===== src/rtl/lift_pkg.sv =====
// Shared types for the lift subsystem: floor numbering, FSM states and the target selector.
// Selection mode is chosen by the caller (SCAN when LIFT_CALL_SCAN_EN is defined in the scheduler).
package lift_pkg;

    localparam int NFLOORS = 4;

    typedef logic [1:0] floor_t;

    typedef enum logic [1:0] {IDLE, SERVE, HOLD} call_st_t;

    // avail must already exclude the current floor; there is no wrap-around in either direction.
    function automatic floor_t select_target(logic [NFLOORS-1:0] avail, floor_t cur,
                                             logic dir, logic scan);
        floor_t lowest;
        floor_t up_f;
        floor_t dn_f;
        logic   up_ok;
        logic   dn_ok;
        lowest = '0;
        up_f   = cur;
        dn_f   = cur;
        up_ok  = 1'b0;
        dn_ok  = 1'b0;
        for (int i = NFLOORS - 1; i >= 0; i--) begin
            if (avail[i]) lowest = floor_t'(i);
            if (avail[i] && i > int'(cur)) begin
                up_ok = 1'b1;
                up_f  = floor_t'(i);
            end
        end
        for (int i = 0; i < NFLOORS; i++) begin
            if (avail[i] && i < int'(cur)) begin
                dn_ok = 1'b1;
                dn_f  = floor_t'(i);
            end
        end
        if (!scan) return lowest;
        if (dir) return up_ok ? up_f : dn_f;
        return dn_ok ? dn_f : up_f;
    endfunction

endpackage


===== src/rtl/lift_call_scheduler_if.sv =====
// Link between the call scheduler (master) and lift_controller (slave):
// target floor {B,A} with valid I, and the controller's current floor {Qb,Qa}.
interface lift_call_scheduler_if;

    logic A;
    logic B;
    logic I;
    logic Qa;
    logic Qb;

    modport master (output A, B, I, input Qa, Qb);
    modport slave  (input A, B, I, output Qa, Qb);

endinterface


===== src/rtl/lift_btn_debounce.sv =====
// One call button: 2-flop synchroniser, saturating run-length counter and a single-cycle hit
// on the cycle the counter reaches DB_CYCLES.
module lift_btn_debounce #(
    parameter int DB_CYCLES = 3
) (
    input  logic clk,
    input  logic rst_n,
    input  logic btn,
    output logic hit
);

    localparam logic [3:0] DB_MAX = 4'(DB_CYCLES);

    logic       sync1;
    logic       sync2;
    logic [3:0] cnt;

    // NOTE: sequential state uses non-blocking assignments so every flop samples pre-edge values.
    always_ff @(posedge clk or negedge rst_n) begin
        if (!rst_n) begin
            sync1 <= 1'b0;
            sync2 <= 1'b0;
            cnt   <= '0;
        end else begin
            sync1 <= btn;
            sync2 <= sync1;
            if (!sync2)
                cnt <= '0;
            else if (cnt != DB_MAX)
                cnt <= cnt + 4'd1;
        end
    end

    // Fires as the counter steps onto DB_MAX; a held button then sits saturated and stays quiet.
    assign hit = sync2 && (cnt == DB_MAX - 4'd1);

endmodule


===== src/rtl/lift_call_scheduler.sv =====
// Latches debounced floor calls and issues one target at a time to lift_controller.
// Define LIFT_CALL_SCAN_EN for direction-aware SCAN selection; otherwise lowest floor wins.
module lift_call_scheduler
    import lift_pkg::*;
#(
    parameter int DB_CYCLES   = 3,
    parameter int HOLD_CYCLES = 4
) (
    input  logic                  CLK,
    input  logic                  RES,
    input  logic [NFLOORS-1:0]    BTN,
    output logic [NFLOORS-1:0]    PEND,
    lift_call_scheduler_if.master ctl
);

`ifdef LIFT_CALL_SCAN_EN
    localparam logic SCAN = 1'b1;
`else
    localparam logic SCAN = 1'b0;
`endif

    logic [NFLOORS-1:0] hit;
    logic [NFLOORS-1:0] cur_mask;
    logic [NFLOORS-1:0] avail;
    logic [NFLOORS-1:0] pend_next;
    floor_t             cur;
    floor_t             pick;
    floor_t             target;
    call_st_t           state;
    logic               dir;
    logic               valid;
    logic [3:0]         hold_cnt;

    for (genvar n = 0; n < NFLOORS; n++) begin : g_btn
        lift_btn_debounce #(.DB_CYCLES(DB_CYCLES)) u_db (
            .clk   (CLK),
            .rst_n (RES),
            .btn   (BTN[n]),
            .hit   (hit[n])
        );
    end

    assign cur      = {ctl.Qb, ctl.Qa};
    assign cur_mask = NFLOORS'(1) << cur;
    assign avail    = PEND & ~cur_mask;
    assign pick     = select_target(avail, cur, dir, SCAN);

    // NOTE: defaulting pend_next first keeps this combinational block free of latches.
    always_comb begin
        pend_next = PEND | hit;
        case (state)
            IDLE, HOLD: pend_next = pend_next & ~cur_mask;
            SERVE:      if (cur == target) pend_next = pend_next & ~cur_mask;
            default:    pend_next = PEND | hit;
        endcase
    end

    always_ff @(posedge CLK or negedge RES) begin
        if (!RES) begin
            state    <= IDLE;
            target   <= '0;
            dir      <= 1'b1;
            valid    <= 1'b0;
            hold_cnt <= '0;
            PEND     <= '0;
        end else begin
            PEND <= pend_next;
            case (state)
                IDLE: begin
                    if (|avail) begin
                        target <= pick;
                        dir    <= (pick > cur);
                        valid  <= 1'b1;
                        state  <= SERVE;
                    end
                end
                SERVE: begin
                    if (cur == target) begin
                        valid    <= 1'b0;
                        hold_cnt <= 4'(HOLD_CYCLES);
                        state    <= HOLD;
                    end
                end
                HOLD: begin
                    hold_cnt <= hold_cnt - 4'd1;
                    if (hold_cnt <= 4'd1) state <= IDLE;
                end
                default: state <= IDLE;
            endcase
        end
    end

    assign ctl.A = target[0];
    assign ctl.B = target[1];
    assign ctl.I = valid;

endmodule


===== src/flat_wrapper.sv =====
// flat-port wrapper written by rule: the top's interface ports become plain ports
module lift_call_scheduler_flat import lift_pkg::*;
#(
    parameter int DB_CYCLES   = 3,
    parameter int HOLD_CYCLES = 4
)
  (CLK, RES, BTN, PEND, ctl_A, ctl_B, ctl_I, ctl_Qa, ctl_Qb);
  lift_call_scheduler_if ctl_i ();
  input  logic CLK;
  input  logic RES;
  input  logic [NFLOORS-1:0] BTN;
  output logic [NFLOORS-1:0] PEND;
  output wire logic [$bits(ctl_i.A)-1:0] ctl_A;
  output wire logic [$bits(ctl_i.B)-1:0] ctl_B;
  output wire logic [$bits(ctl_i.I)-1:0] ctl_I;
  input wire logic [$bits(ctl_i.Qa)-1:0] ctl_Qa;
  input wire logic [$bits(ctl_i.Qb)-1:0] ctl_Qb;
  assign ctl_A = ctl_i.A;
  assign ctl_B = ctl_i.B;
  assign ctl_I = ctl_i.I;
  assign ctl_i.Qa = ctl_Qa;
  assign ctl_i.Qb = ctl_Qb;
  lift_call_scheduler #(.DB_CYCLES(DB_CYCLES), .HOLD_CYCLES(HOLD_CYCLES)) u_core (.CLK(CLK), .RES(RES), .BTN(BTN), .PEND(PEND), .ctl(ctl_i));
endmodule

===== config.mk =====
export PLATFORM = sky130hd
export DESIGN_NAME = lift_call_scheduler_flat
export DESIGN_NICKNAME = d
export VERILOG_FILES = /design/src/rtl/lift_pkg.sv /design/src/rtl/lift_call_scheduler_if.sv /design/src/rtl/lift_btn_debounce.sv /design/src/rtl/lift_call_scheduler.sv /design/src/flat_wrapper.sv
export SDC_FILE = /design/constraint.sdc
export NUM_CORES = 1
export LEC_CHECK = 0
export ABC_AREA = 1
export ABC_CLOCK_PERIOD_IN_PS = 2350
export BUFFER_PORTS_ARGS = -buffer_cell sky130_fd_sc_hd__buf_2
export CELL_PAD_IN_SITES_DETAIL_PLACEMENT = 1
export CELL_PAD_IN_SITES_GLOBAL_PLACEMENT = 2
export CORE_MARGIN = 2
export CORE_UTILIZATION = 39
export CTS_CLUSTER_DIAMETER = 50
export DETAILED_ROUTE_END_ITERATION = 7
export PLACE_DENSITY = 0.83
export SLEW_MARGIN = 20
export SYNTH_ARGS = -nofsm -noshare
export SYNTH_HDL_FRONTEND = slang
export SYNTH_SLANG_ARGS = --single-unit

===== constraint.sdc =====
create_clock -name CLK -period 2.35 [get_ports CLK]
set_input_delay 0.1175 -clock CLK [delete_from_list [all_inputs] [get_ports CLK]]
set_output_delay 0.1175 -clock CLK [all_outputs]
set_load 0.02 [all_outputs]

==> impl_results.md, run 1 <==
* Via count at 1,279
* Syn_nets at 204
* Chip Height at 70.6 um
* Final slew viol count at 0
* Commonest cells after routing, fill and taps aside: nand2_1, dfrtp_1, nor2_1
* First-pass GRT wire length at 6130 um
* IO Pins at 15
* Port Buffers at 14
* Fraction of layout cells with a size suffix above 1 at 0.148
* Crit share post-route at 0.482
* Ys Warns at 0
* Number of DRC markers in iteration 0 at 39
* Antenna diodes at 0
* GR Util All Layers at 0.156
* Layout Nets at 228
* Crit Path Class: register to register
* Crit path DAT at 1.32 ns
* Hold Path Class: primary input to register
* Max VDD drop at 0.444 mV
* Wire per inst at 13.1 um
* Slowest stage delay, CP at 0.42 ns
* Clock Pin Slew Worst Setup and Hold Paths at 0.06 ns
* Syn Std Cell Area at 1730 um2
* Row count at 24
* Placed cell area at 1850 um2
* Clock buffer depth at 2
* Largest net degree at the start of global routing at 38
* Buf+Inv Stages, Crit Path at 0
* Root Driver: clkbuf_8
* CTS Sinks at 37
* Power Density at 1020 nW/um2
* Dpl hpwl at 2640 um
* Placed Cells at 250
* Startpoint Class: register
* Final Hold Viols at 0
* Final critical-path required period at 1.13 ns
* Cts repair resizes at 0
* Clock skew at 0.00400 ns
* H-Tree Level Count at 2
* Area of the multi-input gates at 704 um2
* Number of remaining DRC errors at 0
* Setup TNS Final at 0 ns
* Synth unique cells at 24
* Post-synthesis cell count at 186
* Reg2Reg Setup Slack at 1.22 ns
* Final ANT Viol Nets at 0
* Synth Area per Inst at 9.31 um2
* Slew HR at 0.466
* Placer Congestion at 0.750
* WP data required at 2.53 ns
* WL final at 3440 um
* Status: complete, no violations
* Initial Util at 0.400
* Synthesized flop and latch total at 37
* DR pass1 iterations at 4
* CTS Buf Count at 5
* Leak pwr at 0.00101 uW
* CP top delay family: flip-flops
* Area Overhead vs Synth at 14.6%
* Crit path max fanout at 5
* Initial antenna violation count at 0
* Max-Cap Viols at 0
* Final Instance Count excl. Fillers at 262
* Full die area at 4990 um2
* Worst r2r src: u_core.g_btn[3].u_db.cnt[0]$_DFFE_PN0P_
* Peak Freq at 883 MHz
* GRT overflow at 0
* RSZ-0062 raised after global routing: no
* Top cell by count, worst path: nand2_1
* CTS tree: built
* Hold Slack at 0.295 ns
* Worst Setup End Kind: register
* Fill cells at 524
* Vias in the first global route at 1,424
* Crit-path slowest cell: dfrtp_1
* Commonest non-fill, non-tap cell in the layout: nand2_1
* Post-route cell area at 1980 um2
* Die width at 70.6 um
* Clk Latency, worst-skew pair at 0.28 ns
* Critical Path Source: u_core.g_btn[3].u_db.cnt[0]$_DFFE_PN0P_
* Register area at 926 um2
* Seq/Total Area, Yosys at 0.535
* Worst-Margin Slew at 0.800 ns
* Post-CTS Setup Bufs at 0
* Hold wc startpoint: ctl_Qb
* CP Cell Sequence: ha_1 -> nand2_1 -> nand2_1 -> o21ai_0
* Core area at 4320 um2
* Setup Viol. Count Final at 0
* DR vias/cell at 4.88
flip-flops by register name (all words and copies together), names as in the netlist:
register,cells
u_core.g_btn.u_db.cnt,16
u_core.PEND,4
u_core.g_btn.u_db.sync1,4
u_core.g_btn.u_db.sync2,4
u_core.hold_cnt,4
u_core.state,2
u_core.target,2
u_core.ctl.I,1
cells in the mapped netlist:
cell type   n  area (um2)
nand3_1    12        60.1
inv_2       1        3.75
a21oi_2     4        35.0
xnor2_2     2        32.5
buf_6       1        11.3
inv_1      21        78.8
o22ai_1     1        6.26
ha_1       10         125
nand2_1    43         161
a31oi_1     4        25.0
dfrtp_1    37         926
nand3_2     1        10.0
or2_0       2        12.5
nor3_1      2        10.0
o21ai_1     1        5.00
o21ai_0     8        40.0
xnor2_1     4        35.0
nor2_2      1        6.26
or2_2       1        6.26
nand2_2     1        6.26
buf_4       1        7.51
xor2_1      4        35.0
a21oi_1     2        10.0
nor2_1     22        82.6
repair_timing:
action                                  CTS  global route
hold buffers                              5             0
endpoints found under the setup margin    0             0
hold endpoints to repair                 41             0
routing by layer:
metal	global-route usage	vias up	share of wire
met2	0.263	17	0.49
met4	0.0503	0	0.013
met1	0.191	627	0.46
met3	0.0484	6	0.034
li1	-	629	-
met5	0	-	0
path summary, 6_finish.rpt:
kind,cells past startpoint,end
setup / recovery,4,u_core.g_btn[3].u_db.cnt[1]$_DFFE_PN0P_
hold / removal,5,u_core.PEND[0]$_DFF_PN0_
setup reg to reg,4,u_core.g_btn[3].u_db.cnt[1]$_DFFE_PN0P_
hold reg to reg,0,u_core.g_btn[1].u_db.sync2$_DFF_PN0_
max in group asynchronous,2,u_core.hold_cnt[3]$_DFFE_PN0P_
min in group asynchronous,2,u_core.g_btn[2].u_db.cnt[0]$_DFFE_PN0P_
cells by family after synthesis:
| kind of cell | count (synthesis) | synth area share |
|---|---|---|
| compound gates | 20 | 0.0701 |
| xor+xnor | 10 | 0.0592 |
| fa+ha+maj | 10 | 0.0723 |
| buf+inv | 24 | 0.0585 |
| flops | 37 | 0.535 |
| simple gates | 85 | 0.205 |
through the flow:
step           power (uW)   util  setup WS [ns]
6_report             2030  0.459           1.22
5_1_grt              2210  0.459           1.11
4_1_cts              2070  0.459           1.19
3_5_place_dp         1610  0.427           1.20
3_3_place_gp         1560  0.427           1.31
2_1_floorplan        1400      -           1.32
report_power, final:
part	internal (uW)	total, uW	leakage [uW]	switching (uW)
clock	232	435	0.0000443	203
combinational	253	674	0.000497	421
sequential	780	921	0.000469	141
total	1260	2030	0.00101	766
worst reg2reg max path: stages (launching register included):
cell and delay, ns:
dfrtp_1 0.42, ha_1 0.24, nand2_1 0.09, nand2_1 0.08, o21ai_0 0.21
layout make-up:
type                    instances  share of cell area
clock buffers                   7              0.0435
inverters                      22              0.0416
multi-input cells             125               0.355
flip-flops and latches         37               0.467
well taps                      52              0.0328
repair buffers                 19              0.0605
Note: power is estimated with default switching activity, not from simulation.
==> run 2, diff against run 1 <==
--- a/config.mk
+++ b/config.mk
@@ -6,15 +6,15 @@
 export NUM_CORES = 1
 export LEC_CHECK = 0
 export ABC_AREA = 1
-export ABC_CLOCK_PERIOD_IN_PS = 2350
+export ABC_CLOCK_PERIOD_IN_PS = 1100
 export BUFFER_PORTS_ARGS = -buffer_cell sky130_fd_sc_hd__buf_2
 export CELL_PAD_IN_SITES_DETAIL_PLACEMENT = 1
 export CELL_PAD_IN_SITES_GLOBAL_PLACEMENT = 2
 export CORE_MARGIN = 2
-export CORE_UTILIZATION = 39
+export CORE_UTILIZATION = 36
 export CTS_CLUSTER_DIAMETER = 50
 export DETAILED_ROUTE_END_ITERATION = 7
-export PLACE_DENSITY = 0.83
+export PLACE_DENSITY = 0.78
 export SLEW_MARGIN = 20
 export SYNTH_ARGS = -nofsm -noshare
 export SYNTH_HDL_FRONTEND = slang
==> constraint.sdc (replaced) <==
create_clock -name CLK -period 1.1 [get_ports CLK]
set_input_delay 0.055 -clock CLK [delete_from_list [all_inputs] [get_ports CLK]]
set_output_delay 0.055 -clock CLK [all_outputs]
set_load 0.02 [all_outputs]
==> run 2 against run 1 <==
Effect of this change: global-route usage is 0.23 points lower; first-iteration DRC count is 28% lower; sequential power is 120% higher; fmax is 4.5% higher; largest cell class unchanged; largest power group unchanged.
==> impl_results.md, run 2 (synthesis results as in run 1) <==
* Status: complete, no violations (unchanged)
* CP top delay family: flip-flops (unchanged)
* Fraction of layout cells with a size suffix above 1 at 0.291 (was 0.148)
* CTS tree: built (unchanged)
* DR vias/cell at 4.80 (was 4.88)
* Core area at 4690 um2 (was 4320 um2)
* Initial antenna violation count at 0 (unchanged)
* IO Pins at 15 (unchanged)
* Layout Nets at 237 (was 228)
* Final ANT Viol Nets at 0 (unchanged)
* Startpoint Class: register (unchanged)
* First-pass GRT wire length at 6270 um (was 6130 um)
* Dpl hpwl at 2730 um (was 2640 um)
* Crit path DAT at 1.25 ns (was 1.32 ns)
* Number of remaining DRC errors at 0 (unchanged)
* Initial Util at 0.369 (was 0.400)
* RSZ-0062 raised after global routing: yes (was no)
* Vias in the first global route at 1,409 (was 1,424)
* DP Worst Slack at -0.0753 ns (was 1.20 ns)
* Placer Congestion at 0.804 (was 0.750)
* Max-Cap Viols at 0 (unchanged)
* Met2 WL at 1940 um (was 1680 um)
* Crit share post-route at 0.985 (was 0.482)
* Slowest stage delay, CP at 0.42 ns (about the same)
* Via count at 1,315 (was 1,279)
* Chip Height at 73.4 um (was 70.6 um)
* Row count at 25 (was 24)
* Setup Viol. Count Final at 0 (unchanged)
* Crit path max fanout at 6 (was 5)
* Max VDD drop at 1.14 mV (was 0.444 mV)
* Max reg flops at 16 (unchanged)
* Buf+Inv Stages, Crit Path at 0 (unchanged)
* Crit-path slowest cell: dfrtp_1 (unchanged)
* Top Layer Used: met4 (unchanged)
* Port Buffers at 14 (unchanged)
* Antenna diodes at 0 (unchanged)
* CTS Buf Count at 5 (unchanged)
* Largest Register: u_core.g_btn.u_db.cnt (unchanged)
* Crit Path Class: register to register (unchanged)
* Commonest cells after routing, fill and taps aside: nand2_1, dfrtp_1, inv_1 (was nand2_1, dfrtp_1, nor2_1)
* Final critical-path required period at 1.08 ns (was 1.13 ns)
* Die width at 73.4 um (was 70.6 um)
* Area Overhead vs Synth at 25.8% (was 14.6%)
* Worst Setup End Kind: register (unchanged)
* H-Tree Level Count at 2 (unchanged)
* Final Hold Viols at 0 (unchanged)
* Worst-Margin Slew at 0.394 ns (was 0.800 ns)
* Clock buffer depth at 2 (unchanged)
* Fill cells at 548 (was 524)
* DR pass1 iterations at 3 (was 4)
* GR Util All Layers at 0.153 (was 0.156)
* Commonest non-fill, non-tap cell in the layout: nand2_1 (unchanged)
* Peak Freq at 923 MHz (was 883 MHz)
* Pwr Total at 4910 uW (was 2030 uW)
* Power Density at 2260 nW/um2 (was 1020 nW/um2)
* Leak pwr at 0.00107 uW (was 0.00101 uW)
* Clock Pin Slew Worst Setup and Hold Paths at 0.08 ns (was 0.06 ns)
* WL final at 3650 um (was 3440 um)
* Root Driver: clkbuf_8 (unchanged)
* GRT overflow at 0 (unchanged)
* Wire per inst at 13.3 um (was 13.1 um)
* CP Cell Sequence: xnor2_2 -> nand3_2 -> nand3_1 -> nand2_1 (was ha_1 -> nand2_1 -> nand2_1 -> o21ai_0)
* Final setup margin at 0.0167 ns (was 1.22 ns)
* Number of DRC markers in iteration 0 at 28 (was 39)
* Clock skew at 0.00720 ns (was 0.00400 ns)
* Met1 wire length at 1570 um (was 1590 um)
* Clk Latency, worst-skew pair at 0.28 ns (about the same)
* Slew HR at 0.737 (was 0.466)
* Full die area at 5380 um2 (was 4990 um2)
* Final slew viol count at 0 (unchanged)
* CTS Sinks at 37 (unchanged)
* Largest net degree at the start of global routing at 23 (was 38)
* Hold Path Class: primary input to asynchronous set/reset pin (was primary input to register)
* WP data required at 1.27 ns (was 2.53 ns)
* Routed met3 length at 84 um (was 118 um)
-- run 2: cell count changes in the layout (fill, tap and decap cells not counted), sizes merged --
| cell | change |
|---|---|
| buf | +9 |
| bufinv | +1 |
-- run 2: final timing paths --
kind / startpoint / end / slack [ns] / depth (start not counted)
hold reg to reg: u_core.g_btn[2].u_db.sync1$_DFF_PN0_ / u_core.g_btn[2].u_db.sync2$_DFF_PN0_ / 0.35 / 0
setup reg to reg: u_core.target[0]$_DFFE_PN0P_ / u_core.hold_cnt[3]$_DFFE_PN0P_ / 0.02 / 4
min in group CLK: ctl_Qb / u_core.PEND[3]$_DFF_PN0_ / 0.23 / 4
setup / recovery: u_core.target[0]$_DFFE_PN0P_ / u_core.hold_cnt[3]$_DFFE_PN0P_ / 0.02 / 4
hold / removal: RES / u_core.g_btn[2].u_db.cnt[3]$_DFFE_PN0P_ / 0.23 / 2
max in group asynchronous: RES / u_core.g_btn[1].u_db.cnt[0]$_DFFE_PN0P_ / 0.40 / 3
-- run 2: routing by layer --
| layer | global-route usage | vias to the layer above |
|---|---|---|
| li1 | - | 651 |
| met1 | 0.185 | 648 |
| met2 | 0.266 | 11 |
| met3 | 0.0357 | 5 |
| met4 | 0.0566 | 0 |
| met5 | 0 | - |
-- run 2: area by class of cell --
class	count	area, um2	share of cell area
Inverter	22	82.6	0.0379
Multi-Input combinational cell	125	781	0.358
Clock buffer	7	86.3	0.0396
Tap cell	54	67.6	0.0310
Timing Repair Buffer	28	200	0.0919
Sequential cell	37	931	0.427
Clock inverter	1	30.0	0.0138
-- run 2: metrics by stage --
step / instances / instance area, um2 / util / setup TNS [ns] / hold WS [ns]
2_1_floorplan: 186 / 1730 / - / 0 / -0.241
3_3_place_gp: 253 / 1870 / 0.399 / 0 / -0.00175
3_5_place_dp: 253 / 1870 / 0.399 / -0.169 / 0.00545
4_1_cts: 269 / 2080 / 0.444 / 0 / 0.222
5_1_grt: 274 / 2180 / 0.464 / -0.901 / 0.259
6_report: 274 / 2180 / 0.464 / 0 / 0.228
-- run 2: what timing repair did --
action | CTS | global route
gates resized for setup | 9 | 23
buffers inserted | 3 | 5
hold endpoints to repair | 19 | 0
hold buffers | 5 | 0
cloned | 0 | 0
pin swaps | 1 | 4
endpoints found under the setup margin | 7 | 21
-- run 2: power breakdown --
part / internal, uW / switching, uW
Sequential: 1670 / 323
Combinational: 723 / 1000
Clock: 739 / 457
Total: 3130 / 1780
